File: src/rtl/uart_tx_sched_if.sv
// Signal bundle between the host-side byte sources / UART transmitter and the
// round-robin transmit scheduler, including the shared oversampling baud tick.
interface uart_tx_sched_if #(
  parameter int NUM_REQ = 4,
  parameter int DATA_W  = 8,
  parameter int DIV_W   = 16
);
  localparam int ID_W = (NUM_REQ > 1) ? $clog2(NUM_REQ) : 1;

  logic [DIV_W-1:0]          baud_div;
  logic                      tick;
  logic [NUM_REQ-1:0]        req_valid;
  logic [NUM_REQ*DATA_W-1:0] req_data;
  logic [NUM_REQ-1:0]        req_ready;
  logic                      tx_start;
  logic [DATA_W-1:0]         tx_data;
  logic                      tx_busy;
  logic [ID_W-1:0]           grant_id;
  logic                      frame_done;

  modport master (
    output baud_div, req_valid, req_data, tx_busy,
    input  tick, req_ready, tx_start, tx_data, grant_id, frame_done
  );

  modport slave (
    input  baud_div, req_valid, req_data, tx_busy,
    output tick, req_ready, tx_start, tx_data, grant_id, frame_done
  );
endinterface

File: src/rtl/uart_tx_sched.sv
// Round-robin scheduler that feeds one UART transmitter from NUM_REQ byte
// sources, plus the programmable 16x-oversampling baud tick generator.
module uart_tx_sched #(
  parameter int NUM_REQ = 4,
  parameter int DATA_W  = 8,
  parameter int DIV_W   = 16
) (
  input logic            clk,
  input logic            rst_n,
  uart_tx_sched_if.slave bus
);
  localparam int            ID_W      = (NUM_REQ > 1) ? $clog2(NUM_REQ) : 1;
  localparam logic [ID_W:0] NUM_REQ_W = (ID_W+1)'(NUM_REQ);

  typedef enum logic [2:0] {
    IDLE,
    ACCEPT,
    LAUNCH,
    WAIT_BUSY,
    WAIT_DONE
  } state_t;

  state_t state, state_next;

  logic [DIV_W-1:0] div_cnt;
  logic             tick_en;
  logic             div_hit;

  // The >= compare lets a shrinking divisor wrap immediately instead of
  // counting all the way around; divisors 0 and 1 mean a tick every cycle.
  always_comb begin
    div_hit = (bus.baud_div <= DIV_W'(1)) ||
              (div_cnt >= (bus.baud_div - DIV_W'(1)));
  end

  always_ff @(posedge clk) begin
    if (!rst_n) begin
      div_cnt <= '0;
      tick_en <= 1'b0;
    end else begin
      div_cnt <= div_hit ? '0 : div_cnt + DIV_W'(1);
      tick_en <= 1'b1;
    end
  end

  assign bus.tick = tick_en & div_hit;

  logic [ID_W-1:0] rr_ptr, rr_next;
  logic [ID_W-1:0] grant_q, grant_next;
  logic [ID_W-1:0] pick;
  logic            pick_found;
  logic [ID_W:0]   pick_inc;

  // First valid requester at or after the rotating pointer, modulo NUM_REQ.
  always_comb begin
    logic [ID_W:0] idx;
    idx        = '0;
    pick       = '0;
    pick_found = 1'b0;
    for (int i = 0; i < NUM_REQ; i++) begin
      idx = {1'b0, rr_ptr} + (ID_W+1)'(i);
      if (idx >= NUM_REQ_W) begin
        idx = idx - NUM_REQ_W;
      end
      if (!pick_found && bus.req_valid[idx[ID_W-1:0]]) begin
        pick       = idx[ID_W-1:0];
        pick_found = 1'b1;
      end
    end
  end

  always_comb begin
    pick_inc = {1'b0, pick} + (ID_W+1)'(1);
    if (pick_inc >= NUM_REQ_W) begin
      pick_inc = '0;
    end
  end

  logic [DATA_W-1:0] slice [NUM_REQ];

  always_comb begin
    for (int i = 0; i < NUM_REQ; i++) begin
      slice[i] = bus.req_data[i*DATA_W +: DATA_W];
    end
  end

  logic [2:0]         wait_cnt, wait_next;
  logic [DATA_W-1:0]  tx_data_q, tx_data_next;
  logic               done_q, done_next;
  logic [NUM_REQ-1:0] ready_vec;
  logic               start_pulse;

  always_ff @(posedge clk) begin
    if (!rst_n) begin
      state     <= IDLE;
      grant_q   <= '0;
      rr_ptr    <= '0;
      wait_cnt  <= '0;
      tx_data_q <= '0;
      done_q    <= 1'b0;
    end else begin
      state     <= state_next;
      grant_q   <= grant_next;
      rr_ptr    <= rr_next;
      wait_cnt  <= wait_next;
      tx_data_q <= tx_data_next;
      done_q    <= done_next;
    end
  end

  // A launch that never raises tx_busy is abandoned after eight idle cycles
  // so one lost frame cannot stall every other requester.
  always_comb begin
    state_next   = state;
    grant_next   = grant_q;
    rr_next      = rr_ptr;
    wait_next    = wait_cnt;
    tx_data_next = tx_data_q;
    done_next    = 1'b0;
    ready_vec    = '0;
    start_pulse  = 1'b0;
    case (state)
      IDLE: begin
        if (!bus.tx_busy && pick_found) begin
          grant_next = pick;
          rr_next    = pick_inc[ID_W-1:0];
          state_next = ACCEPT;
        end
      end
      ACCEPT: begin
        ready_vec    = NUM_REQ'(1) << grant_q;
        tx_data_next = slice[grant_q];
        state_next   = LAUNCH;
      end
      LAUNCH: begin
        start_pulse = 1'b1;
        wait_next   = '0;
        state_next  = WAIT_BUSY;
      end
      WAIT_BUSY: begin
        if (bus.tx_busy) begin
          state_next = WAIT_DONE;
        end else if (wait_cnt == 3'd7) begin
          state_next = IDLE;
        end else begin
          wait_next = wait_cnt + 3'd1;
        end
      end
      WAIT_DONE: begin
        if (!bus.tx_busy) begin
          done_next  = 1'b1;
          state_next = IDLE;
        end
      end
      default: begin
        state_next = IDLE;
      end
    endcase
  end

  assign bus.req_ready  = ready_vec;
  assign bus.tx_start   = start_pulse;
  assign bus.tx_data    = tx_data_q;
  assign bus.grant_id   = grant_q;
  assign bus.frame_done = done_q;
endmodule

File: src/flat_wrapper.sv
// flat-port wrapper written by rule: the top's interface ports become plain ports
module uart_tx_sched_flat 
#(
  parameter int NUM_REQ = 4,
  parameter int DATA_W  = 8,
  parameter int DIV_W   = 16
)
  (clk, rst_n, bus_baud_div, bus_req_valid, bus_req_data, bus_tx_busy, bus_tick, bus_req_ready, bus_tx_start, bus_tx_data, bus_grant_id, bus_frame_done);
  uart_tx_sched_if #(.NUM_REQ(NUM_REQ), .DATA_W(DATA_W), .DIV_W(DIV_W)) bus_i ();
  input logic clk;
  input logic rst_n;
  input wire logic [$bits(bus_i.baud_div)-1:0] bus_baud_div;
  input wire logic [$bits(bus_i.req_valid)-1:0] bus_req_valid;
  input wire logic [$bits(bus_i.req_data)-1:0] bus_req_data;
  input wire logic [$bits(bus_i.tx_busy)-1:0] bus_tx_busy;
  output wire logic [$bits(bus_i.tick)-1:0] bus_tick;
  output wire logic [$bits(bus_i.req_ready)-1:0] bus_req_ready;
  output wire logic [$bits(bus_i.tx_start)-1:0] bus_tx_start;
  output wire logic [$bits(bus_i.tx_data)-1:0] bus_tx_data;
  output wire logic [$bits(bus_i.grant_id)-1:0] bus_grant_id;
  output wire logic [$bits(bus_i.frame_done)-1:0] bus_frame_done;
  assign bus_i.baud_div = bus_baud_div;
  assign bus_i.req_valid = bus_req_valid;
  assign bus_i.req_data = bus_req_data;
  assign bus_i.tx_busy = bus_tx_busy;
  assign bus_tick = bus_i.tick;
  assign bus_req_ready = bus_i.req_ready;
  assign bus_tx_start = bus_i.tx_start;
  assign bus_tx_data = bus_i.tx_data;
  assign bus_grant_id = bus_i.grant_id;
  assign bus_frame_done = bus_i.frame_done;
  uart_tx_sched #(.NUM_REQ(NUM_REQ), .DATA_W(DATA_W), .DIV_W(DIV_W)) u_core (.clk(clk), .rst_n(rst_n), .bus(bus_i));
endmodule
File: config.mk
export PLATFORM = sky130hd
export DESIGN_NAME = uart_tx_sched_flat
export DESIGN_NICKNAME = d
export VERILOG_FILES = /design/src/rtl/uart_tx_sched_if.sv /design/src/rtl/uart_tx_sched.sv /design/src/flat_wrapper.sv
export SDC_FILE = /design/constraint.sdc
export NUM_CORES = 1
export LEC_CHECK = 0
export CAP_MARGIN = 10
export CORE_MARGIN = 5
export CORE_UTILIZATION = 40
export DETAILED_ROUTE_END_ITERATION = 16
export MAX_ROUTING_LAYER = met4
export PLACE_DENSITY = 0.72
export SLEW_MARGIN = 15
export SYNTH_ARGS = -nofsm -noshare
export SYNTH_HDL_FRONTEND = slang
export SYNTH_SLANG_ARGS = --single-unit
File: constraint.sdc
create_clock -name clk -period 5.8 [get_ports clk]
set_input_delay 1.74 -clock clk [delete_from_list [all_inputs] [get_ports clk]]
set_output_delay 1.74 -clock clk [all_outputs]
set_load 0.05 [all_outputs]
[Word level (Yosys, flattened, before mapping)]
Index checks and enable logic that the tools add are counted.
Word-level totals
  flip-flop bits (word level): 36
  latch bits: 0
  memory bits (writable): 0
  bits in read-only memories: 0
  input port bits: 55
  output and inout bits: 17
  word-level logic and storage cells: 97
  memories kept: 0
Operators by class
  $add $sub $neg: 11
  $mul: 0
  divide/modulo/power cells: 0
  order comparisons: 12
  eq/ne operators: 10
  shift operators: 1
  mux-type cells: 36
  bitwise operators: 3
  reduce and logical (&&, ||, !) cells: 16
Operator list (number)
  $mux W2: 9
  $mux W3: 6
  $add A16 B1 Y16 const B: 1
  $bmux W8 S2: 1
  $ge A16 B16 Y1: 1
  $le A16 B1 Y1 const B: 1
  $mux W8: 2
  $sub A16 B1 Y16 const B: 1
  $ge A3 B3 Y1 const B: 5
  $pmux W3 S5: 1
  $lt A2 B3 Y1 const B: 4
  $mux W1: 11
  $bmux W1 S2: 4
  $sub A2 B1 Y2 const B: 4
  $add A2 B1 Y3 const B: 2
  $add A2 B2 Y3 const B: 2
  $eq A3 B2 Y1 const B: 2
  $eq A3 B3 Y1 const B: 2
  $ne A2 B2 Y1 const B: 3
  $pmux W3 S2: 1
  $reduce_and A3 Y1: 2
  $logic_and A1 B1 Y1: 4
  $logic_not A1 Y1: 4
  $mux W4: 1
  other kinds (14): 15

[Logic depth before layout (Yosys ltp)]
Gate-level depths: netlist (run 1).
  word-level depth: 17
  mapped depth: 13
  depth with buffers taken out: 12

[Worst setup path before layout (run 1)]
No wires, ideal clock.
  kind: input -> output
  start point: input bus_baud_div[3]
  end point: output bus_tick
  arrival: 4502 ps
  path slack: -442 ps
  cell stages on the path: 12
  path through: or4_4 nor4_4 and2b_2 nand3_1 xor2_1 ha_1 a21o_1 a221o_1 a31oi_1 clkinv_2 buf_6 o21a_1
On the way
  longest elaborated chain between the ends: 4
RTL lines
  from (decl): RTL line flat_wrapper.sv:12  | input wire logic [$bits(bus_i.baud_div)-1:0] bus_baud_div;
  $sub A16 B1 Y16: RTL line uart_tx_sched.sv:33  | (div_cnt >= (bus.baud_div - DIV_W'(1)));
  $ge A16 B16 Y1: RTL line uart_tx_sched.sv:33
  $logic_or A1 B1 Y1 (*): RTL line uart_tx_sched.sv:32  | div_hit = (bus.baud_div <= DIV_W'(1)) ||
  $and A1 B1 Y1 (*): RTL line uart_tx_sched.sv:46  | assign bus.tick = tick_en & div_hit;
  to (decl): RTL line flat_wrapper.sv:16  | output wire logic [$bits(bus_i.tick)-1:0] bus_tick;
Every way passes the cells marked *; elsewhere a longest branch is shown, timed or not.

[Worst setup path in the final report (run 1)]
  start point: input bus_baud_div[5]
  end point: output bus_tick
Same word-level chain as after synthesis.

==> parameters.txt, run 1 <==
Parameter                              Value

Status
  Outcome ... complete, but fails checks
  Violations in the final reports ... setup timing

Logic synthesis
  Combinational family with the most area after synthesis ... simple AND/OR/NAND/NOR gates
  Syn avg cell area ... 8.78 um2
  Proportion of synthesized area in mux cells ... 8.58%
  Synth cell types ... 44
  Area fraction in and, or, nand and nor cells after synthesis ... 25.6%
  Area of the mapped netlist ... 0.00245 mm2
  Area fraction of the dominant cell type after synthesis ... 29.4%
  Leading post-synthesis cells by cell area ... sky130_fd_sc_hd__dfxtp_1, sky130_fd_sc_hd__ha_1, sky130_fd_sc_hd__mux4_2
  EDFF count, synth ... 0
  Post-synth top flop ... sky130_fd_sc_hd__dfxtp_1
  Sequential-to-total area share from yosys stat ... 29.4%
  Ys async rst share ... 0%
  Most area-hungry cell type in the Yosys netlist ... sky130_fd_sc_hd__dfxtp_1
  Compound-cell area share of the yosys netlist ... 11.2%
  Synthesized-area fraction occupied by adder cells ... 10.7%
  Number of cells produced by synthesis ... 279
  Net count of the mapped netlist ... 355
  YS warnings ... 0
  Post-synthesis xor/xnor area fraction ... 10.4%
  Count of state elements after synthesis ... 36

Clock network
  CTS root buf ... sky130_fd_sc_hd__clkbuf_8
  Count of hold-fix buffers inserted at cts ... 0
  Cts bufs inserted ... 5
  CTS tree ... done
  H-tree levels ... 2
  Clock latency reported for the late side of the worst-skew pair ... 0.29 ns
  Sinks on the clock net ... 36
  Maximum clock insertion buffer count ... 2
  Worst-path clk slew ... 0.07 ns

GRT
  Via count of the first global-routing pass ... 2450
  Total Routing Usage GR ... 18.4%
  Initial antenna violation count ... 0
  GRT overflow ... 0
  First-pass GRT wire length ... 11.1 mm
  Largest net degree at the start of global routing ... 32

Timing
  Worst clock skew ... 0.00264 ns
  Endpoints failing setup ... 1
  Min Clock Period, post-route ... 6.26 ns
  Final cycle utilization of the critical path ... 108%
  Actual slew at the worst max-slew pin ... 0.972 ns
  Unrepaired setup endpoints after global routing ... yes
  Final-report hold violation count ... 0
  Post-route worst hold slack ... 0.455 ns
  Worst Slack Setup Final ... -0.456 ns
  Remaining max-slew budget at the tightest pin ... 35.2%
  Achievable Freq ... 160 MHz
  Final-report max-slew violation count ... 0

Floorplan
  IO Count ... 72
  Placement Rows ... 28
  Horiz. Die Dim ... 88.3 um
  Initial core utilization ... 41.1%
  Area enclosed by the die boundary ... 0.00779 mm2
  Die height ... 88.3 um
  Core Footprint ... 0.00596 mm2

Worst setup path
  Worst R2R End ... u_core.div_cnt[3]$_SDFF_PP0_
  Setup slack of the worst register-to-register path ... 3.53 ns
  Launch point of the worst reg-to-reg path ... u_core.div_cnt[0]$_SDFF_PP0_
  Slowest cell on the critical path ... sky130_fd_sc_hd__or4_4
  Setup CP Type ... primary input to output pin
  Path depth of the worst reg2reg path ... 8
  Largest fanout of any net on the critical path ... 3
  CP Data Arrival Time ... 4.52 ns
  Worst Path Buf+Inv ... 3
  Category of cells accounting for the largest share of critical-path delay ... simple AND/OR/NAND/NOR gates
  Max incr delay on CP ... 0.55 ns
  Data required, critical path ... 4.06 ns
  Ordered list of cells on the worst path ... buf_6 -> or4_4 -> nor4_4 -> and2b_2 -> nand3_2 -> xor2_1 -> ha_1 -> a21o_1 -> a221o_1 -> a31oi_1 -> clkinv_2 -> o21a_4 -> buf_8
  Startpoint types ... primary input
  Kind of end point of the critical path ... output pin

Power and ir drop
  Leak ... 1.40 nW
  Max VDD drop ... 0.000135 V
  Pwr Density ... 184 mW/mm2

Routing
  ANT nets after route ... 0
  Number of optimization iterations in the first detailed-route pass ... 4
  Number of vias after detailed routing ... 2436
  Detailed-route DRC error count ... 0
  Routed WL ... 6.57 mm
  Iteration-0 DRC Markers ... 101
  Routed wire per std cell ... 14.5 um
  Average vias per placed instance ... 5.39

Layout
  Share of the core filled with cells in the final layout ... 59.6%
  Final design instance area without fill ... 0.00355 mm2
  Antenna diode instance count ... 0
  Number of nets in the layout ... 452
  Layout cells sized above 1 ... 16.2%
  Area growth from synthesis to layout ... 44.8%
  Number of fill cells ... 571

Worst hold path
  Hold path endpoint ... u_core.bus.tx_data[4]$_SDFFE_PN0P_
  Hold crit path type ... flip-flop to flip-flop
  Min-delay src ... u_core.bus.tx_data[4]$_SDFFE_PN0P_
  Cell depth of the worst min-delay path ... 2

Run
  Max-capacitance violation count ... 0

Placed design
  Placer's final routability congestion estimate ... 0.825
  HPWL after DPL ... 4.97 mm
  Dpl cell area ... 0.00339 mm2
  PortBufs ... 71
==> area by class of cell <==
cell class / instances / area (um2) / area share, %
Sequential cell: 36 / 721 / 20.3
Timing Repair Buffer: 103 / 947 / 26.7
Inverter: 7 / 27.5 / 0.776
Tap cell: 75 / 93.8 / 2.65
Clock buffer: 8 / 90.1 / 2.54
Multi-Input combinational cell: 223 / 1670 / 47.0
==> Yosys cell counts (2+ instances only) <==
cell type	count
sky130_fd_sc_hd__mux2i_1	3
sky130_fd_sc_hd__nand4_1	6
sky130_fd_sc_hd__dfxtp_1	36
sky130_fd_sc_hd__a31oi_1	2
sky130_fd_sc_hd__nor2b_1	4
sky130_fd_sc_hd__clkbuf_1	9
sky130_fd_sc_hd__nor3b_1	3
sky130_fd_sc_hd__inv_1	6
sky130_fd_sc_hd__mux4_2	8
sky130_fd_sc_hd__xor2_1	14
sky130_fd_sc_hd__nand2_1	33
sky130_fd_sc_hd__a22oi_1	2
sky130_fd_sc_hd__a21oi_1	19
sky130_fd_sc_hd__o21ai_0	5
sky130_fd_sc_hd__and3_1	7
sky130_fd_sc_hd__o21a_1	2
sky130_fd_sc_hd__nor2_1	24
sky130_fd_sc_hd__buf_6	3
sky130_fd_sc_hd__and2b_2	2
sky130_fd_sc_hd__nand3_1	5
sky130_fd_sc_hd__ha_1	21
sky130_fd_sc_hd__nor4_1	17
sky130_fd_sc_hd__and2_1	2
sky130_fd_sc_hd__o211ai_1	3
sky130_fd_sc_hd__nand2b_1	2
sky130_fd_sc_hd__nor3_1	8
sky130_fd_sc_hd__a311oi_1	2
sky130_fd_sc_hd__xnor2_1	15
==> worst register-to-register path, delay by kind of cell (launching register included) <==
kind	cells	cell delay (ns)
AOI/OAI and AO/OA	3	0.54
and+or+nand+nor	2	0.60
adders and majority gates	1	0.27
DFF	1	0.46
buffers and inverters	2	0.29
==> cells in the final DEF, fill, tap and decap left out, types with 5 or more instances in the layout <==
| cell type | n |
|---|---|
| sky130_fd_sc_hd__inv_1 | 6 |
| sky130_fd_sc_hd__xor2_1 | 14 |
| sky130_fd_sc_hd__mux4_2 | 8 |
| sky130_fd_sc_hd__nor3_1 | 7 |
| sky130_fd_sc_hd__dfxtp_1 | 36 |
| sky130_fd_sc_hd__nand2_1 | 32 |
| sky130_fd_sc_hd__nor2_1 | 24 |
| sky130_fd_sc_hd__a21oi_1 | 19 |
| sky130_fd_sc_hd__buf_4 | 32 |
| sky130_fd_sc_hd__ha_1 | 21 |
| sky130_fd_sc_hd__clkbuf_8 | 6 |
| sky130_fd_sc_hd__and3_1 | 7 |
| sky130_fd_sc_hd__nor4_1 | 17 |
| sky130_fd_sc_hd__xnor2_1 | 15 |
| sky130_fd_sc_hd__clkdlybuf4s50_1 | 66 |
| sky130_fd_sc_hd__o21ai_0 | 5 |
| sky130_fd_sc_hd__nand4_1 | 6 |
==> worst max path at each step <==
| stage | start | to | cells after the start |
|---|---|---|---|
| 3_5_place_dp | bus_baud_div[3] | bus_tick | 13 |
| 6_report | bus_baud_div[5] | bus_tick | 13 |
| 2_1_floorplan | bus_baud_div[3] | bus_tick | 12 |
| 5_1_grt | bus_baud_div[5] | bus_tick | 13 |
| 4_1_cts | bus_baud_div[5] | bus_tick | 13 |
| 3_3_place_gp | bus_baud_div[3] | bus_tick | 13 |
==> routing by layer <==
metal	GRT usage [%]	vias to the layer above	wire length, um
li1	-	1217	-
met1	22.5	1137	2930
met2	30.7	72	3110
met3	3.45	10	411
met4	5.63	0	116
met5	-	-	0
==> power by group <==
group          leakage (nW)  internal [mW]  total [mW]  switching, mW
Sequential            0.293          0.260       0.279         0.0194
Clock                0.0455         0.0969       0.185         0.0879
Combinational          1.06         0.0964       0.188         0.0919
Total                  1.40          0.453       0.653          0.199
==> what timing repair did <==
action	CTS	global route
pin swaps	7	5
setup buffers	3	2
gates resized for setup	20	3
setup endpoints to repair	1	1
endpoints found under the hold margin	0	0
==> through the flow <==
step | setup WS [ns] | TNS [ns] | instances | power (mW)
5_1_grt | -0.580 | -0.580 | 452 | 0.687
3_3_place_gp | -0.764 | -0.764 | 439 | 0.469
4_1_cts | -0.485 | -0.485 | 450 | 0.657
6_report | -0.456 | -0.456 | 452 | 0.653
2_1_floorplan | -0.357 | -0.357 | 279 | 0.384
3_5_place_dp | -0.798 | -0.798 | 439 | 0.472
==> registers in the layout, summed over array words and instances, names as in the netlist, named ones only <==
signal / count
u_core.bus.tx_data: 8
u_core.wait_cnt: 3
u_core.state: 3
u_core.bus.frame_done: 1
u_core.div_cnt: 16
u_core.tick_en: 1
u_core.rr_ptr: 1
u_core.bus.grant_id: 2
==> kinds of logic after synthesis <==
| kind of cell | count (synthesis) |
|---|---|
| buf+inv | 20 |
| xor+xnor | 29 |
| fa+ha+maj | 21 |
| simple gates | 119 |
| compound gates | 43 |
| flops | 36 |
| mux | 11 |
Power figures use the tool's default switching activity.
==> run 2, diff against run 1 <==
--- a/config.mk
+++ b/config.mk
@@ -10,7 +10,7 @@
 export CORE_UTILIZATION = 40
 export DETAILED_ROUTE_END_ITERATION = 16
 export MAX_ROUTING_LAYER = met4
-export PLACE_DENSITY = 0.72
+export PLACE_DENSITY = 0.69
 export SLEW_MARGIN = 15
 export SYNTH_ARGS = -nofsm -noshare
 export SYNTH_HDL_FRONTEND = slang
==> constraint.sdc (replaced) <==
create_clock -name clk -period 7.2 [get_ports clk]
set_input_delay 2.16 -clock clk [delete_from_list [all_inputs] [get_ports clk]]
set_output_delay 2.16 -clock clk [all_outputs]
set_load 0.05 [all_outputs]
==> parameters.txt, run 2 (synthesized netlist as in run 1, its figures left out) <==
Parameter                              Value

Status
  Outcome ... complete, no violations

Clock network
  Clock latency reported for the late side of the worst-skew pair ... 0.28 ns
  Cts bufs inserted ... 5
  CTS root buf ... sky130_fd_sc_hd__clkbuf_8
  Count of hold-fix buffers inserted at cts ... 0
  Maximum clock insertion buffer count ... 2
  Sinks on the clock net ... 36
  CTS tree ... done
  H-tree levels ... 2
  Worst-path clk slew ... 0.06 ns

Routing
  Detailed-route DRC error count ... 0
  Number of optimization iterations in the first detailed-route pass ... 4
  Number of vias after detailed routing ... 2346
  Average vias per placed instance ... 5.30
  ANT nets after route ... 0
  Iteration-0 DRC Markers ... 135
  Routed wire per std cell ... 13.8 um
  Routed WL ... 6.09 mm

Worst setup path
  Startpoint types ... primary input
  Setup slack of the worst register-to-register path ... 4.97 ns
  CP Data Arrival Time ... 4.94 ns
  Category of cells accounting for the largest share of critical-path delay ... simple AND/OR/NAND/NOR gates
  Setup CP Type ... primary input to output pin
  Launch point of the worst reg-to-reg path ... u_core.div_cnt[0]$_SDFF_PP0_
  Critical path startpoint ... bus_baud_div[3]
  Largest fanout of any net on the critical path ... 3
  Most used cell, CP ... sky130_fd_sc_hd__nor4_4
  Worst setup path end ... bus_tick
  Worst R2R End ... u_core.div_cnt[7]$_SDFF_PP0_
  Kind of end point of the critical path ... output pin
  Number of cells on the critical path ... 13
  Max incr delay on CP ... 0.55 ns
  Slowest cell on the critical path ... sky130_fd_sc_hd__or4_4
  Path depth of the worst reg2reg path ... 8
  Ordered list of cells on the worst path ... clkbuf_2 -> or4_4 -> nor4_4 -> nand2_2 -> nor4_4 -> xnor2_1 -> ha_1 -> and3_4 -> a221o_1 -> a31oi_2 -> clkinv_2 -> o21a_1 -> buf_6
  Worst Path Buf+Inv ... 3
  Data required, critical path ... 5.04 ns

Power and ir drop
  Max VDD drop ... 0.000105 V
  Internal cell power ... 0.361 mW
  Sequential power share ... 43.4%
  Power spent charging and discharging nets ... 0.155 mW
  Combinational share of power ... 28.3%
  Clock network power share ... 28.3%
  Overall power after layout ... 0.517 mW
  Leak ... 1.35 nW
  Switching Share ... 30.1%
  Pwr Density ... 149 mW/mm2

Timing
  Achievable Freq ... 141 MHz
  Remaining max-slew budget at the tightest pin ... 36.5%
  Final-report hold violation count ... 0
  Actual slew at the worst max-slew pin ... 0.951 ns
  Endpoints failing setup ... 0
  Worst clock skew ... 0.00603 ns
  Worst Slack Setup Final ... 0.102 ns
  Final-report max-slew violation count ... 0
  Min Clock Period, post-route ... 7.10 ns
  Final cycle utilization of the critical path ... 98.6%

Layout
  Number of nets in the layout ... 443
  Number of fill cells ... 564
  Register with the most flip-flops ... u_core.div_cnt
  Top library cells by usage in the layout, fill and taps aside ... sky130_fd_sc_hd__clkdlybuf4s50_1, sky130_fd_sc_hd__dfxtp_1, sky130_fd_sc_hd__nand2_1, sky130_fd_sc_hd__nor2_1, sky130_fd_sc_hd__buf_4
  Layout cells sized above 1 ... 14.7%
  Antenna diode instance count ... 0
  Area growth from synthesis to layout ... 41.6%
  Flip-flop count of the largest register, all copies and words added ... 16
  Leading cell type in the layout, fill and taps excluded ... sky130_fd_sc_hd__clkdlybuf4s50_1

GRT
  Via count of the first global-routing pass ... 2419
  Global-route track usage on met2 ... 28.8%
  Total Routing Usage GR ... 16.4%
  Initial antenna violation count ... 0
  Fraction of met1 tracks used by global routing ... 18.6%
  Layer carrying the most global-route usage ... met2
  First-pass GRT wire length ... 10.1 mm
  Met3 Use GR ... 3.45%
  Largest net degree at the start of global routing ... 32
  GRT overflow ... 0

Floorplan
  IO Count ... 72
  Placement Rows ... 28
  Core Footprint ... 0.00596 mm2
  Area enclosed by the die boundary ... 0.00779 mm2
  Horiz. Die Dim ... 88.3 um
  Die height ... 88.3 um
  Initial core utilization ... 41.1%

Placed design
  Placer's final routability congestion estimate ... 0.825
  Post-place setup slack ... -0.224 ns
  PortBufs ... 71
  HPWL after DPL ... 4.70 mm

Run
  Max-capacitance violation count ... 0

Worst hold path
  Hold crit path type ... flip-flop to flip-flop
[run 2: cell count changes in the layout (fill, tap and decap cells not counted), moves of 2 or more]
| cell | change |
|---|---|
| sky130_fd_sc_hd__nor3_2 | +2 |
| sky130_fd_sc_hd__buf_2 | -2 |
| sky130_fd_sc_hd__clkbuf_2 | +3 |
| sky130_fd_sc_hd__buf_4 | -9 |
[run 2: power groups by stage]
stage          sequential (mW)  combinational, mW  clock, mW
2_1_floorplan            0.239             0.0703          0
3_3_place_gp             0.229              0.144          0
3_5_place_dp             0.229              0.146          0
4_1_cts                  0.225              0.147      0.152
5_1_grt                  0.227              0.159      0.160
6_report                 0.224              0.146      0.146
[run 2: layout make-up]
type	instances	area, um2	area share (%)
Multi-Input combinational cell	223	1670	48.0
Timing Repair Buffer	94	871	25.1
Sequential cell	36	721	20.8
Tap cell	75	93.8	2.70
Clock buffer	8	90.1	2.60
Inverter	7	27.5	0.793
[run 2: metrics by stage]
step	area [um2]	hold WS [ns]	utilization (%)	std cells	TNS [ns]
global route	3470	0.478	58.3	443	-0.0184
CTS	3450	0.458	58.0	441	0
detailed placement	3310	0.449	55.7	430	-0.224
floorplan	2450	0.473	-	279	0
finish	3470	0.453	58.3	443	0
global placement	3310	0.443	55.7	430	-0.184
[run 2: repair_timing]
action	in CTS	in global routing
endpoints found under the setup margin	1	1
setup buffers	3	2
gates resized for setup	13	7
pin swaps	6	8
gates cloned	0	0
[run 2: worst min path at each step]
| stage | endpoint | from | cells past startpoint |
|---|---|---|---|
| 2_1_floorplan | u_core.bus.frame_done$_SDFF_PN0_ | u_core.state[1]$_SDFFE_PN0P_ | 1 |
| 3_3_place_gp | u_core.bus.tx_data[2]$_SDFFE_PN0P_ | u_core.bus.tx_data[2]$_SDFFE_PN0P_ | 2 |
| 3_5_place_dp | u_core.bus.tx_data[7]$_SDFFE_PN0P_ | u_core.bus.tx_data[7]$_SDFFE_PN0P_ | 2 |
| 4_1_cts | u_core.bus.tx_data[7]$_SDFFE_PN0P_ | u_core.bus.tx_data[7]$_SDFFE_PN0P_ | 2 |
| 5_1_grt | u_core.bus.tx_data[3]$_SDFFE_PN0P_ | u_core.bus.tx_data[3]$_SDFFE_PN0P_ | 2 |
| 6_report | u_core.bus.tx_data[1]$_SDFFE_PN0P_ | u_core.bus.tx_data[1]$_SDFFE_PN0P_ | 2 |
[run 2: worst reg2reg max path, cell delays in order (launching register included)]
cell and delay [ns]:
sky130_fd_sc_hd__dfxtp_1 0.45, sky130_fd_sc_hd__inv_1 0.08, sky130_fd_sc_hd__ha_1 0.26, sky130_fd_sc_hd__or3b_1 0.36
sky130_fd_sc_hd__o2111ai_1 0.10, sky130_fd_sc_hd__a31oi_1 0.16, sky130_fd_sc_hd__o2111a_1 0.28, sky130_fd_sc_hd__buf_4 0.20
sky130_fd_sc_hd__nor4_1 0.25
[run 2: per-layer routing]
layer	wire (um)	up-vias
li1	-	1197
met1	2680	1070
met4	84	0
met2	2930	70
met5	0	-
met3	402	9
==> run 3, diff against run 2 <==
--- a/config.mk
+++ b/config.mk
@@ -7,10 +7,11 @@
 export LEC_CHECK = 0
 export CAP_MARGIN = 10
 export CORE_MARGIN = 5
-export CORE_UTILIZATION = 40
+export CORE_UTILIZATION = 51
+export CTS_BUF_LIST = sky130_fd_sc_hd__clkbuf_8 sky130_fd_sc_hd__clkbuf_16
 export DETAILED_ROUTE_END_ITERATION = 16
 export MAX_ROUTING_LAYER = met4
-export PLACE_DENSITY = 0.69
+export PLACE_DENSITY = 0.85
 export SLEW_MARGIN = 15
 export SYNTH_ARGS = -nofsm -noshare
 export SYNTH_HDL_FRONTEND = slang
==> parameters.txt, run 3 (synthesized netlist as in run 1, its figures left out) <==
Parameter                              Value

GRT
  First-pass GRT wire length ... 11.0 mm
  Total Routing Usage GR ... 22.4%
  Largest net degree at the start of global routing ... 32
  Initial antenna violation count ... 0
  Via count of the first global-routing pass ... 2503
  GRT overflow ... 0

Worst setup path
  Data required, critical path ... 5.04 ns
  Setup slack of the worst register-to-register path ... 4.98 ns
  Path depth of the worst reg2reg path ... 8
  CP Data Arrival Time ... 4.88 ns
  Setup CP Type ... primary input to output pin
  Largest fanout of any net on the critical path ... 3
  Startpoint types ... primary input
  Kind of end point of the critical path ... output pin
  Worst R2R End ... u_core.div_cnt[14]$_SDFF_PP0_
  Launch point of the worst reg-to-reg path ... u_core.div_cnt[0]$_SDFF_PP0_

Timing
  Post-route worst hold slack ... 0.462 ns
  Achievable Freq ... 142 MHz
  Worst clock skew ... 0.00601 ns
  Actual slew at the worst max-slew pin ... 0.924 ns
  Min Clock Period, post-route ... 7.04 ns
  Final cycle utilization of the critical path ... 97.8%
  Final-report max-slew violation count ... 0
  Final-report hold violation count ... 0
  Worst Slack Setup Final ... 0.161 ns
  Endpoints failing setup ... 0
  Setup TNS Final ... 0 ns
  Remaining max-slew budget at the tightest pin ... 38.3%
  Unrepaired setup endpoints after global routing ... no

Run
  Max-capacitance violation count ... 0

Clock network
  Worst-path clk slew ... 0.06 ns
  Sinks on the clock net ... 36
  CTS root buf ... sky130_fd_sc_hd__clkbuf_8
  CTS tree ... done
  H-tree levels ... 2
  Cts bufs inserted ... 5
  Count of hold-fix buffers inserted at cts ... 0
  Maximum clock insertion buffer count ... 2
  Clock latency reported for the late side of the worst-skew pair ... 0.29 ns

Layout
  Number of nets in the layout ... 437
  Share of the core filled with cells in the final layout ... 72.4%
  Top library cells by usage in the layout, fill and taps aside ... sky130_fd_sc_hd__clkdlybuf4s50_1, sky130_fd_sc_hd__dfxtp_1, sky130_fd_sc_hd__nand2_1, sky130_fd_sc_hd__nor2_1, sky130_fd_sc_hd__ha_1
  Antenna diode instance count ... 0
  Layout cells sized above 1 ... 13.0%
  Leading cell type in the layout, fill and taps excluded ... sky130_fd_sc_hd__clkdlybuf4s50_1
  Area growth from synthesis to layout ... 38.7%
  Flip-flop count of the largest register, all copies and words added ... 16
  Register with the most flip-flops ... u_core.div_cnt

Floorplan
  Die height ... 79.3 um
  IO Count ... 72
  Horiz. Die Dim ... 79.3 um
  Placement Rows ... 25
  Area enclosed by the die boundary ... 0.00629 mm2
  Core Footprint ... 0.00469 mm2
  Initial core utilization ... 52.2%

Worst hold path
  Cell depth of the worst min-delay path ... 2
  Hold path endpoint ... u_core.bus.tx_data[5]$_SDFFE_PN0P_
  Min-delay src ... u_core.bus.tx_data[5]$_SDFFE_PN0P_
  Hold crit path type ... flip-flop to flip-flop

Routing
  ANT nets after route ... 0
  Routed wire per std cell ... 15.7 um
  Detailed-route DRC error count ... 0
  Routed WL ... 6.50 mm
  Iteration-0 DRC Markers ... 74
  Number of optimization iterations in the first detailed-route pass ... 4
  Average vias per placed instance ... 5.78
  Number of vias after detailed routing ... 2400

Placed design
  Placer's final routability congestion estimate ... 0.836
  Post-place setup slack ... -0.189 ns
  PortBufs ... 71
  HPWL after DPL ... 4.92 mm

Status
  Outcome ... complete, no violations

Power and ir drop
  Pwr Density ... 155 mW/mm2
  Max VDD drop ... 0.000135 V
  Overall power after layout ... 0.526 mW
  Leak ... 1.33 nW
==> run 3: repair_timing <==
action	4_1_cts	5_1_grt
endpoints found under the setup margin	1	1
endpoints found under the hold margin	0	0
gates resized for setup	10	9
setup buffers	2	0
gates cloned	0	0
pin swaps	6	6
==> run 3: critical path, stage by stage <==
cell and delay [ns]:
sky130_fd_sc_hd__clkdlybuf4s50_1 0.46, sky130_fd_sc_hd__or4_1 0.56, sky130_fd_sc_hd__nor3_2 0.19, sky130_fd_sc_hd__xnor2_1 0.15, sky130_fd_sc_hd__ha_1 0.26, sky130_fd_sc_hd__and3_1 0.18
sky130_fd_sc_hd__a221o_1 0.32, sky130_fd_sc_hd__a31oi_2 0.17, sky130_fd_sc_hd__clkinv_2 0.08, sky130_fd_sc_hd__o21a_1 0.19, sky130_fd_sc_hd__buf_6 0.15
==> run 3: cell type report <==
class / instances / area (um2)
Fill cell: 373 / 1290
Inverter: 7 / 27.5
Timing Repair Buffer: 88 / 827
Sequential cell: 36 / 721
Tap cell: 54 / 67.6
Multi-Input combinational cell: 223 / 1660
Clock buffer: 7 / 96.3
==> run 3: metal layers <==
metal | up-vias | wire, um | global-route usage [%]
met2 | 94 | 3380 | 41.0
met1 | 1104 | 2610 | 24.6
met3 | 11 | 424 | 5.22
met5 | - | 0 | -
li1 | 1191 | - | -
met4 | 0 | 85 | 4.98
==> run 3: metrics by stage <==
stage / instances / instance area (um2)
floorplan: 279 / 2450
global placement: 406 / 3270
detailed placement: 406 / 3270
CTS: 415 / 3400
global route: 415 / 3400
finish: 415 / 3400
==> run 3: worst max path at each step <==
stage                           from        to  slack, ns  cells after the start
CTS                  bus_baud_div[6]  bus_tick      0.008                     13
global route         bus_baud_div[5]  bus_tick       0.02                     13
floorplan            bus_baud_div[3]  bus_tick       0.12                     12
finish              bus_baud_div[13]  bus_tick       0.16                     11
global placement     bus_baud_div[3]  bus_tick      -0.17                     13
detailed placement   bus_baud_div[3]  bus_tick      -0.19                     13
==> run 3: power by group <==
group,leakage (nW),switching (mW),internal [mW]
registers,0.293,0.0157,0.210
clock network,0.0503,0.0675,0.0851
logic,0.985,0.0753,0.0729
